$ cat src/rtl/fpu_float_share_arb.sv
// fpu_float_share_arb: shares one in-order pipelined FP unit among num_req_p requesters.
// Round-robin issue with a credit limit on in-flight ops; a tag FIFO of grantee ids
// routes each in-order result back to the requester that issued it.
// Optional build macro FPU_SHARE_ARB_PERF_EN adds per-requester issue/blocked counters.
// fp_float_decode_s is carried as a packed vector of decode_width_p bits.
module fpu_float_share_arb #(
   parameter int unsigned num_req_p        = 2,
   parameter int unsigned data_width_p     = 32,
   parameter int unsigned reg_addr_width_p = 5,
   parameter int unsigned max_inflight_p   = 4,
   parameter int unsigned decode_width_p   = 8
) (
   input  logic                                         clk_i,
   input  logic                                         reset_i,
   input  logic [num_req_p-1:0]                         v_i,
   input  logic [num_req_p-1:0][decode_width_p-1:0]     fp_float_decode_i,
   input  logic [num_req_p-1:0][data_width_p-1:0]       a_i,
   input  logic [num_req_p-1:0][data_width_p-1:0]       b_i,
   input  logic [num_req_p-1:0][reg_addr_width_p-1:0]   rd_i,
   output logic [num_req_p-1:0]                         ready_o,
   output logic                                         fpu_v_o,
   output logic [decode_width_p-1:0]                    fpu_decode_o,
   output logic [data_width_p-1:0]                      fpu_a_o,
   output logic [data_width_p-1:0]                      fpu_b_o,
   output logic [reg_addr_width_p-1:0]                  fpu_rd_o,
   input  logic                                         fpu_ready_i,
   input  logic                                         fpu_v_i,
   input  logic [data_width_p-1:0]                      fpu_result_i,
   input  logic [reg_addr_width_p-1:0]                  fpu_rd_i,
   output logic                                         fpu_yumi_o,
   output logic [num_req_p-1:0]                         v_o,
   output logic [data_width_p-1:0]                      result_o,
   output logic [reg_addr_width_p-1:0]                  rd_o,
   input  logic [num_req_p-1:0]                         yumi_i
`ifdef FPU_SHARE_ARB_PERF_EN
   ,
   output logic [num_req_p-1:0][31:0]                   issue_cnt_o,
   output logic [num_req_p-1:0][31:0]                   blocked_cnt_o
`endif
);

   localparam int unsigned IdW  = (num_req_p > 1) ? $clog2(num_req_p) : 1;
   localparam int unsigned PtrW = (max_inflight_p > 1) ? $clog2(max_inflight_p) : 1;
   localparam int unsigned CntW = $clog2(max_inflight_p + 1);

   logic [IdW-1:0]  rr_q, rr_d;
   logic [CntW-1:0] cnt_q, cnt_d;
   logic [CntW-1:0] occ_q, occ_d;
   logic [PtrW-1:0] wptr_q, wptr_d, rptr_q, rptr_d;
   logic [IdW-1:0]  tag_q [max_inflight_p];

   logic           grant_v;
   logic [IdW-1:0] grant_id;
   logic           tag_full, tag_empty, credit_ok, issue_ok, issue;
   logic [IdW-1:0] head;
   logic           ret_v;

   assign tag_full  = (occ_q == CntW'(max_inflight_p));
   assign tag_empty = (occ_q == '0);
   assign credit_ok = (cnt_q < CntW'(max_inflight_p));
   // Reset gates every handshake so outputs drop the instant reset_i rises.
   assign issue_ok  = fpu_ready_i & credit_ok & ~tag_full & ~reset_i;
   assign issue     = grant_v & issue_ok;

   // Round-robin search: first valid requester starting at rr_q.
   always_comb begin
      int unsigned idx;
      grant_v  = 1'b0;
      grant_id = '0;
      for (int unsigned k = 0; k < num_req_p; k++) begin
         idx = 32'(rr_q) + k;
         if (idx >= num_req_p) idx = idx - num_req_p;
         if (!grant_v && v_i[idx]) begin
            grant_v  = 1'b1;
            grant_id = IdW'(idx);
         end
      end
   end

   // Issue side: one-hot ready to the grantee and operand mux toward the FPU.
   always_comb begin
      ready_o = '0;
      if (issue) ready_o[grant_id] = 1'b1;
      fpu_v_o      = issue;
      fpu_decode_o = fp_float_decode_i[grant_id];
      fpu_a_o      = a_i[grant_id];
      fpu_b_o      = b_i[grant_id];
      fpu_rd_o     = rd_i[grant_id];
   end

   assign head  = tag_q[rptr_q];
   // An empty tag FIFO means the result has no owner; it is never routed.
   assign ret_v = fpu_v_i & ~tag_empty & ~reset_i;

   // Return side: route the in-order result to the owner named by the head tag.
   always_comb begin
      v_o = '0;
      if (ret_v) v_o[head] = 1'b1;
      fpu_yumi_o = ret_v & yumi_i[head];
      result_o   = fpu_result_i;
      rd_o       = fpu_rd_i;
   end

   // Next-state: credit counter, FIFO occupancy/pointers and round-robin pointer.
   always_comb begin
      cnt_d  = cnt_q;
      occ_d  = occ_q;
      wptr_d = wptr_q;
      rptr_d = rptr_q;
      rr_d   = rr_q;
      unique case ({issue, fpu_yumi_o})
         2'b10: begin
            cnt_d = cnt_q + CntW'(1);
            occ_d = occ_q + CntW'(1);
         end
         2'b01: begin
            cnt_d = cnt_q - CntW'(1);
            occ_d = occ_q - CntW'(1);
         end
         default: ;
      endcase
      if (issue) begin
         wptr_d = (wptr_q == PtrW'(max_inflight_p - 1)) ? '0 : wptr_q + PtrW'(1);
         rr_d   = (grant_id == IdW'(num_req_p - 1)) ? '0 : grant_id + IdW'(1);
      end
      if (fpu_yumi_o) begin
         rptr_d = (rptr_q == PtrW'(max_inflight_p - 1)) ? '0 : rptr_q + PtrW'(1);
      end
   end

   // Control state with asynchronous reset.
   always_ff @(posedge clk_i or posedge reset_i) begin
      if (reset_i) begin
         rr_q   <= '0;
         cnt_q  <= '0;
         occ_q  <= '0;
         wptr_q <= '0;
         rptr_q <= '0;
      end else begin
         rr_q   <= rr_d;
         cnt_q  <= cnt_d;
         occ_q  <= occ_d;
         wptr_q <= wptr_d;
         rptr_q <= rptr_d;
      end
   end

   // Tag storage; contents are qualified by occupancy, so no reset needed.
   always_ff @(posedge clk_i) begin
      if (issue) tag_q[wptr_q] <= grant_id;
   end

`ifdef FPU_SHARE_ARB_PERF_EN
   logic [num_req_p-1:0][31:0] issue_cnt_q, blocked_cnt_q;

   // Per-requester issue and blocked-cycle counters; wrap naturally at 2^32.
   always_ff @(posedge clk_i or posedge reset_i) begin
      if (reset_i) begin
         issue_cnt_q   <= '0;
         blocked_cnt_q <= '0;
      end else begin
         for (int unsigned i = 0; i < num_req_p; i++) begin
            if (ready_o[i]) issue_cnt_q[i] <= issue_cnt_q[i] + 32'd1;
            if (v_i[i] && !ready_o[i]) blocked_cnt_q[i] <= blocked_cnt_q[i] + 32'd1;
         end
      end
   end

   assign issue_cnt_o   = issue_cnt_q;
   assign blocked_cnt_o = blocked_cnt_q;
`endif

   // A result with no outstanding tag means the FPU and arbiter lost sync.
   a_no_orphan_result: assert property (@(posedge clk_i) disable iff (reset_i)
      !(fpu_v_i && tag_empty));

   a_occ_matches_credit: assert property (@(posedge clk_i) disable iff (reset_i)
      occ_q == cnt_q);

endmodule

$ cat config.mk
export PLATFORM = sky130hd
export DESIGN_NAME = fpu_float_share_arb
export DESIGN_NICKNAME = d
export VERILOG_FILES = /design/src/rtl/fpu_float_share_arb.sv
export SDC_FILE = /design/constraint.sdc
export NUM_CORES = 1
export LEC_CHECK = 0
export BUFFER_PORTS_ARGS = -buffer_cell sky130_fd_sc_hd__buf_4
export CAP_MARGIN = 0
export CORE_AREA = 2 2 124 126
export CTS_BUF_LIST = sky130_fd_sc_hd__clkbuf_2
export CTS_CLUSTER_DIAMETER = 60
export DETAILED_ROUTE_END_ITERATION = 8
export DIE_AREA = 0 0 126 128
export GPL_TIMING_DRIVEN = 0
export PLACE_DENSITY_LB_ADDON = 0.08
export SKIP_CTS_REPAIR_TIMING = 1
export SYNTH_ARGS = -nofsm -noshare
export SYNTH_HDL_FRONTEND = slang
export SYNTH_SLANG_ARGS = --single-unit
$ cat constraint.sdc
create_clock -name clk_i -period 6.2 [get_ports clk_i]
set_clock_uncertainty 0.1 [all_clocks]
set_input_delay 1.24 -clock clk_i [delete_from_list [all_inputs] [get_ports clk_i]]
set_output_delay 1.24 -clock clk_i [all_outputs]
set_load 0.005 [all_outputs]
==> results of run 1 <==
==> per-layer routing <==
layer	wire length, um	up-vias
met5	0	-
met4	110	0
met3	913	8
met2	5939	124
met1	3371	1118
li1	-	1205
==> where the power goes <==
| group | switching [mW] | total [mW] | internal (mW) |
|---|---|---|---|
| combinational | 0.193 | 0.530 | 0.337 |
| clock | 0.0329 | 0.0475 | 0.0146 |
| sequential | 0.0388 | 0.181 | 0.142 |
| total | 0.264 | 0.759 | 0.494 |
==> how the worst max path moves through the flow <==
stage	endpoint	startpoint	slack, ps	cells past startpoint
after CTS	fpu_a_o[21]	v_i[0]	1840	6
after detailed placement	fpu_a_o[21]	v_i[0]	1850	6
after global routing	fpu_a_o[22]	v_i[0]	1800	6
after global placement	fpu_a_o[21]	v_i[0]	1870	6
final	fpu_b_o[15]	v_i[0]	1970	6
after floorplan	fpu_a_o[0]	v_i[0]	2720	4
==> Yosys cell counts (all sizes together) <==
library cell,n
mux2,84
buf,45
nor2,12
dfrtp,11
ha,9
inv,5
and2,4
edfxtp,4
xor2,4
mux2i,3
xnor2,2
a21o,1
clkbuf,1
clkinv,1
mux4,1
nor2b,1
o211ai,1
o21ai,1
o311ai,1
==> registers in the layout (all words and copies together) (netlist names) <==
signal,flops
rr_q,1
cnt_q,3
tag_q,4
occ_q,3
rptr_q,2
wptr_q,2
==> final cells by class <==
class                      instances  area (um^2)
buffer                            46        321.6
clock buffer                       3        15.01
clock inverter                     1        5.005
fill                            1624        10480
inverter                           6        22.52
multi-input combinational        124         1276
sequential                        15        395.4
tap                              188        235.2
timing repair buffer             281         2110
==> through the flow <==
step	worst slack, ps	hold slack, ps	util	instance area [um^2]	power, mW
finish	1970	381.9	0.2947	4380	0.7586
global route	1801	418.6	0.2947	4380	0.8332
CTS	1843	390.6	0.2947	4380	0.7783
detailed placement	1849	366.7	0.2934	4360	0.7263
global placement	1875	364.7	0.2934	4360	0.7220
floorplan	2716	342.6	-	2016	0.4479
==> worst max-delay path, delay by kind of cell <==
kind            cells  cell delay (ps)
buf+inv             4              670
mux                 1              400
compound gates      1              570
==> kinds of logic (layout without fill, tap and decap cells) <==
group,Yosys count,after routing,synth area share
simple gates,17,17,0.03786
fa+ha+maj,9,9,0.05587
buf+inv,52,337,0.1707
flops,15,15,0.1962
compound gates,4,4,0.01800
xor+xnor,6,6,0.02607
mux,88,88,0.4953
==> key figures, run 1 <==
Logic synthesis
  – Seq cells post-synth: 15
  – Syn avg cell area: between 10 and 15 um^2
  – Largest area contributor in the netlist: mux2_2
  – Synthesized Nets: approximately 400
  – Cell area after synthesis: between 2000 and 2500 um^2
  – Synth warn: 0
  – Yosys cell types: 21
  – Sequential cell area fraction in the yosys report: 0.1962
  – Area contributors post-synth: mux2_2 46%, buf_4 14%, dfrtp_1 14%
  – Synth Instances: approximately 190
  – Yosys top cell area share: 0.4581

Timing
  – Setup tns final: 0 ps
  – RSZ-0062 raised after global routing: false
  – Fmax: 0.2364 GHz
  – Fin. max-slew vios: 0
  – Tmin final: ~4200 ps
  – Final-report setup violation count: 0
  – Hold Fails Final Rpt: 0
  – Rel. slew slack: 0.5058
  – Crit share post-route: 0.6823
  – Slew of the pin with the lowest slew margin: ~740 ps

Finish
  – Area growth from synthesis to layout: 117.3%
  – Commonest non-fill, non-tap cells in the layout: 318 x buf_4, 82 x mux2_2, 12 x nor2_1
  – Final net count: 685
  – Commonest non-fill, non-tap cell in the layout: buf_4
  – Share of cells above drive strength 1: 0.8697
  – Antenna diode count: 0
  – Non-Filler Instances: approximately 660

Floorplanning
  – Die area: 16130 um^2
  – Chip height: roughly 130 um
  – Die W: 126 um
  – Placeable Area: between 10000 and 15000 um^2
  – Initial Util: 0.1356
  – Boundary Pins: around 320
  – Num rows: 45

Clock network
  – CTS Sinks: 15
  – CTS buffer count: 3
  – Clock slew seen by the registers of the worst setup and hold paths: ~150 ps
  – Clk buf depth: 2
  – Clk Latency, worst-skew pair: around 290 ps
  – TritonCTS clock tree: built
  – Clock root buffer: clkbuf_2
  – # H-tree levels: 1

Drt
  – Drt wl/cell: roughly 16 um
  – First-pass DRT Iterations: 4
  – Post-DRT Antenna Nets: 0
  – Routed WL: roughly 10 mm
  – Initial drt markers: 50
  – Vias: around 2.5k
  – DRC viols: 0
  – Vias per inst: 3.697

Critical path
  – Reg2Reg Launch Point: rptr_q[0]
  – R2r endpoint: occ_q[2]
  – Slowest-stage cell, CP: o21ai_1
  – Worst-path fanout max: 10
  – Critical path required time: 4860 ps
  – Flop2flop setup slack: 3510 ps
  – Critical Path Most Common Cell: buf_4
  – Max stage delay on crit path: ~570 ps
  – Crit end category: output port
  – Critical Path AT: roughly 2900 ps
  – Crit start category: input port
  – Setup Crit Path Kind: input port to output port
  – Crit-path cells: buf_4 > inv_1 > o21ai_1 > buf_2 > mux2_2 > buf_4
  – Path depth of the worst reg2reg path: 10

Pwr
  – Leakage: between 2 and 2.5 nW
  – Power Density: roughly 170 nW/um^2
  – VDD IR max: between 0.00006 and 0.00007 V

Job
  – Number of max-cap violations: 0

Global routing
  – Vias in the first global route: 2584
  – Antenna violations before repair: 0
  – Met3 GRT Util: 0.03631
  – Met2 usage: 0.2274
  – Met1 GRT Util: 0.1225
  – GRT overflow: 0
  – First-pass GRT wire length: approximately 15 mm
  – Largest net degree at the start of global routing: 13
  – Most used routing layer: met2
  – GRT Util Overall: 0.1163

Min path
  – Worst hold start: cnt_q[0]
  – Hold Path Class: flop to flop
  – Min-Delay Endpoint: cnt_q[0]
  – WHS Path Cells: 1

Placed design
  – Placed cells: 660
  – RD Place Congestion: just over 0.7
  – Port Buffers: 281
  – DP HPWL: 9.343 mm

Status
  – Outcome: complete, no violations
No activity file was read; power rests on OpenSTA's default activity.
==> inputs of run 2 (changes only) <==
--- a/config.mk
+++ b/config.mk
@@ -7,11 +7,11 @@
 export LEC_CHECK = 0
 export BUFFER_PORTS_ARGS = -buffer_cell sky130_fd_sc_hd__buf_4
 export CAP_MARGIN = 0
-export CORE_AREA = 2 2 124 126
+export CORE_AREA = 2 2 123 125
 export CTS_BUF_LIST = sky130_fd_sc_hd__clkbuf_2
 export CTS_CLUSTER_DIAMETER = 60
 export DETAILED_ROUTE_END_ITERATION = 8
-export DIE_AREA = 0 0 126 128
+export DIE_AREA = 0 0 125 127
 export GPL_TIMING_DRIVEN = 0
 export PLACE_DENSITY_LB_ADDON = 0.08
 export SKIP_CTS_REPAIR_TIMING = 1
==> constraint.sdc (replaced) <==
create_clock -name clk_i -period 3.6 [get_ports clk_i]
set_clock_uncertainty 0.1 [all_clocks]
set_input_delay 0.72 -clock clk_i [delete_from_list [all_inputs] [get_ports clk_i]]
set_output_delay 0.72 -clock clk_i [all_outputs]
set_load 0.005 [all_outputs]
==> run 2 against run 1 <==
Effect of this change: routed wire length grew 1.1%; register-to-register slack lost 2700 ps; hold slack lost 22 ps; total power grew 72%; flip-flop and latch count is the same; final cell count shrank 0.60%; cell area shrank 0.11%.
==> key figures, run 2 (same netlist as run 1, synthesis figures left out) <==
Floorplanning
  – Die area: between 15000 and 20000 um^2
  – Chip height: ~130 um
  – Die W: 125 um
  – Initial Util: 0.1397
  – Num rows: between 40 and 50
  – Placeable Area: between 10000 and 15000 um^2
  – Boundary Pins: between 300 and 400

Timing
  – RSZ-0062 raised after global routing: false
  – Final worst slack: around 450 ps
  – Fmax: between 0.3 and 0.4 GHz
  – Setup tns final: 0 ps
  – Fin. max-slew vios: 0
  – Hold Fails Final Rpt: 0
  – Crit share post-route: 0.8743
  – Tmin final: ~3100 ps
  – Final-report setup violation count: 0
  – Slew of the pin with the lowest slew margin: 731.6 ps
  – Rel. slew slack: 0.5090

Placed design
  – Port Buffers: approximately 280
  – DP HPWL: around 9.5 mm
  – RD Place Congestion: between 0.8 and 0.9
  – Place WS: 347.3 ps
  – Placed inst area: between 4000 and 5000 um^2

Status
  – Outcome: complete, no violations

Critical path
  – Crit-path cells: buf_4 > inv_1 > o21ai_1 > buf_2 > mux2_2 > buf_4
  – Setup Crit Path Kind: input port to output port
  – Worst-path fanout max: 10
  – Critical path required time: 2780 ps
  – Crit end category: output port
  – Max stage delay on crit path: about 570 ps
  – Crit start category: input port
  – Critical Path AT: about 2300 ps
  – Slowest-stage cell, CP: o21ai_1
  – Critical Path Most Common Cell: buf_4

Finish
  – Commonest non-fill, non-tap cell in the layout: buf_4
  – Share of cells above drive strength 1: 0.8697
  – Utilization after layout: 0.3033
  – Design area: roughly 4400 um^2
  – Largest Register: tag_q
  – Final net count: between 600 and 700
  – Top Registers: tag_q (4), cnt_q (3), occ_q (3)
  – Fill cells: around 1.6k
  – Largest register FFs: 4
  – Area growth from synthesis to layout: 117.1%
  – Antenna diode count: 0
  – Commonest non-fill, non-tap cells in the layout: 318 x buf_4, 82 x mux2_2, 12 x nor2_1

Drt
  – Met3 Wirelength: 1.009 mm
  – Routed WL: between 10 and 15 mm
  – Vias per inst: between 3 and 4
  – Top layer in use: met4
  – Initial drt markers: slightly above 60
  – First-pass DRT Iterations: 4
  – Met1 WL: 3.131 mm
  – Routed length on met2: 6.168 mm
  – Vias: roughly 2.4k
  – Post-DRT Antenna Nets: 0
  – DRC viols: 0
  – Drt wl/cell: between 15 and 20 um

Clock network
  – CTS buffer count: 3
  – CTS Sinks: 15
  – TritonCTS clock tree: built
  – Clock slew seen by the registers of the worst setup and hold paths: approximately 140 ps
  – # H-tree levels: 1
  – Clk buf depth: 2
  – Clock root buffer: clkbuf_2
  – Clk Latency, worst-skew pair: roughly 270 ps

Pwr
  – VDD IR max: approximately 0.000090 V
  – Power Density: 298.0 nW/um^2
  – Leakage: roughly 2.3 nW

Global routing
  – Largest net degree at the start of global routing: 13
  – Vias in the first global route: approximately 2.6k
  – Antenna violations before repair: 0
  – First-pass GRT wire length: roughly 15 mm
  – GRT Util Overall: 0.1199
  – GRT overflow: 0

Job
  – Number of max-cap violations: 0

Min path
  – Hold Path Class: input port to async pin
-- run 2: through the flow --
step	instances	total power [mW]	hold slack, ps
finish	660	1.304	360.1
global route	660	1.427	383.3
CTS	660	1.335	368.2
detailed placement	656	1.246	364.1
global placement	656	1.236	363.2
floorplan	191	0.7714	342.6
-- run 2: layer usage --
layer,GRT usage,vias up
met5,0,-
met4,0.02026,0
met3,0.04439,6
met2,0.2455,122
met1,0.1143,1113
li1,-,1200
-- run 2: worst max-delay path, delay by kind of cell --
kind,cells,cell delay (ps)
compound gates,1,570
buf+inv,4,630
mux,1,400
-- run 2: layout make-up --
type,count,area (um^2),area share
Timing Repair Buffer,281,2110,0.4821
Multi-Input combinational cell,124,1276,0.2917
Sequential cell,15,395.4,0.09036
Buffer,46,321.6,0.07349
Tap cell,184,230.2,0.05262
Inverter,6,22.52,0.005147
Clock buffer,4,20.02,0.004575
-- run 2: path summary, 6_finish.rpt --
| path | endpoint | start | cells after the start | slack, ps |
|---|---|---|---|---|
| setup / recovery | fpu_rd_o[4] | v_i[0] | 6 | 450 |
| hold / removal | wptr_q[0] | reset_i | 2 | 360 |
| setup reg to reg | occ_q[2] | rptr_q[0] | 10 | 840 |
| hold reg to reg | cnt_q[2] | cnt_q[2] | 1 | 380 |
| max in group asynchronous | rr_q | reset_i | 2 | 2710 |
| min in group clk_i | cnt_q[2] | cnt_q[2] | 1 | 380 |
-- run 2: power breakdown --
group	switching, mW	leakage, nW	internal (mW)
clock network	0.0516	0.0166	0.0295
logic	0.328	2.08	0.581
registers	0.0692	0.166	0.245
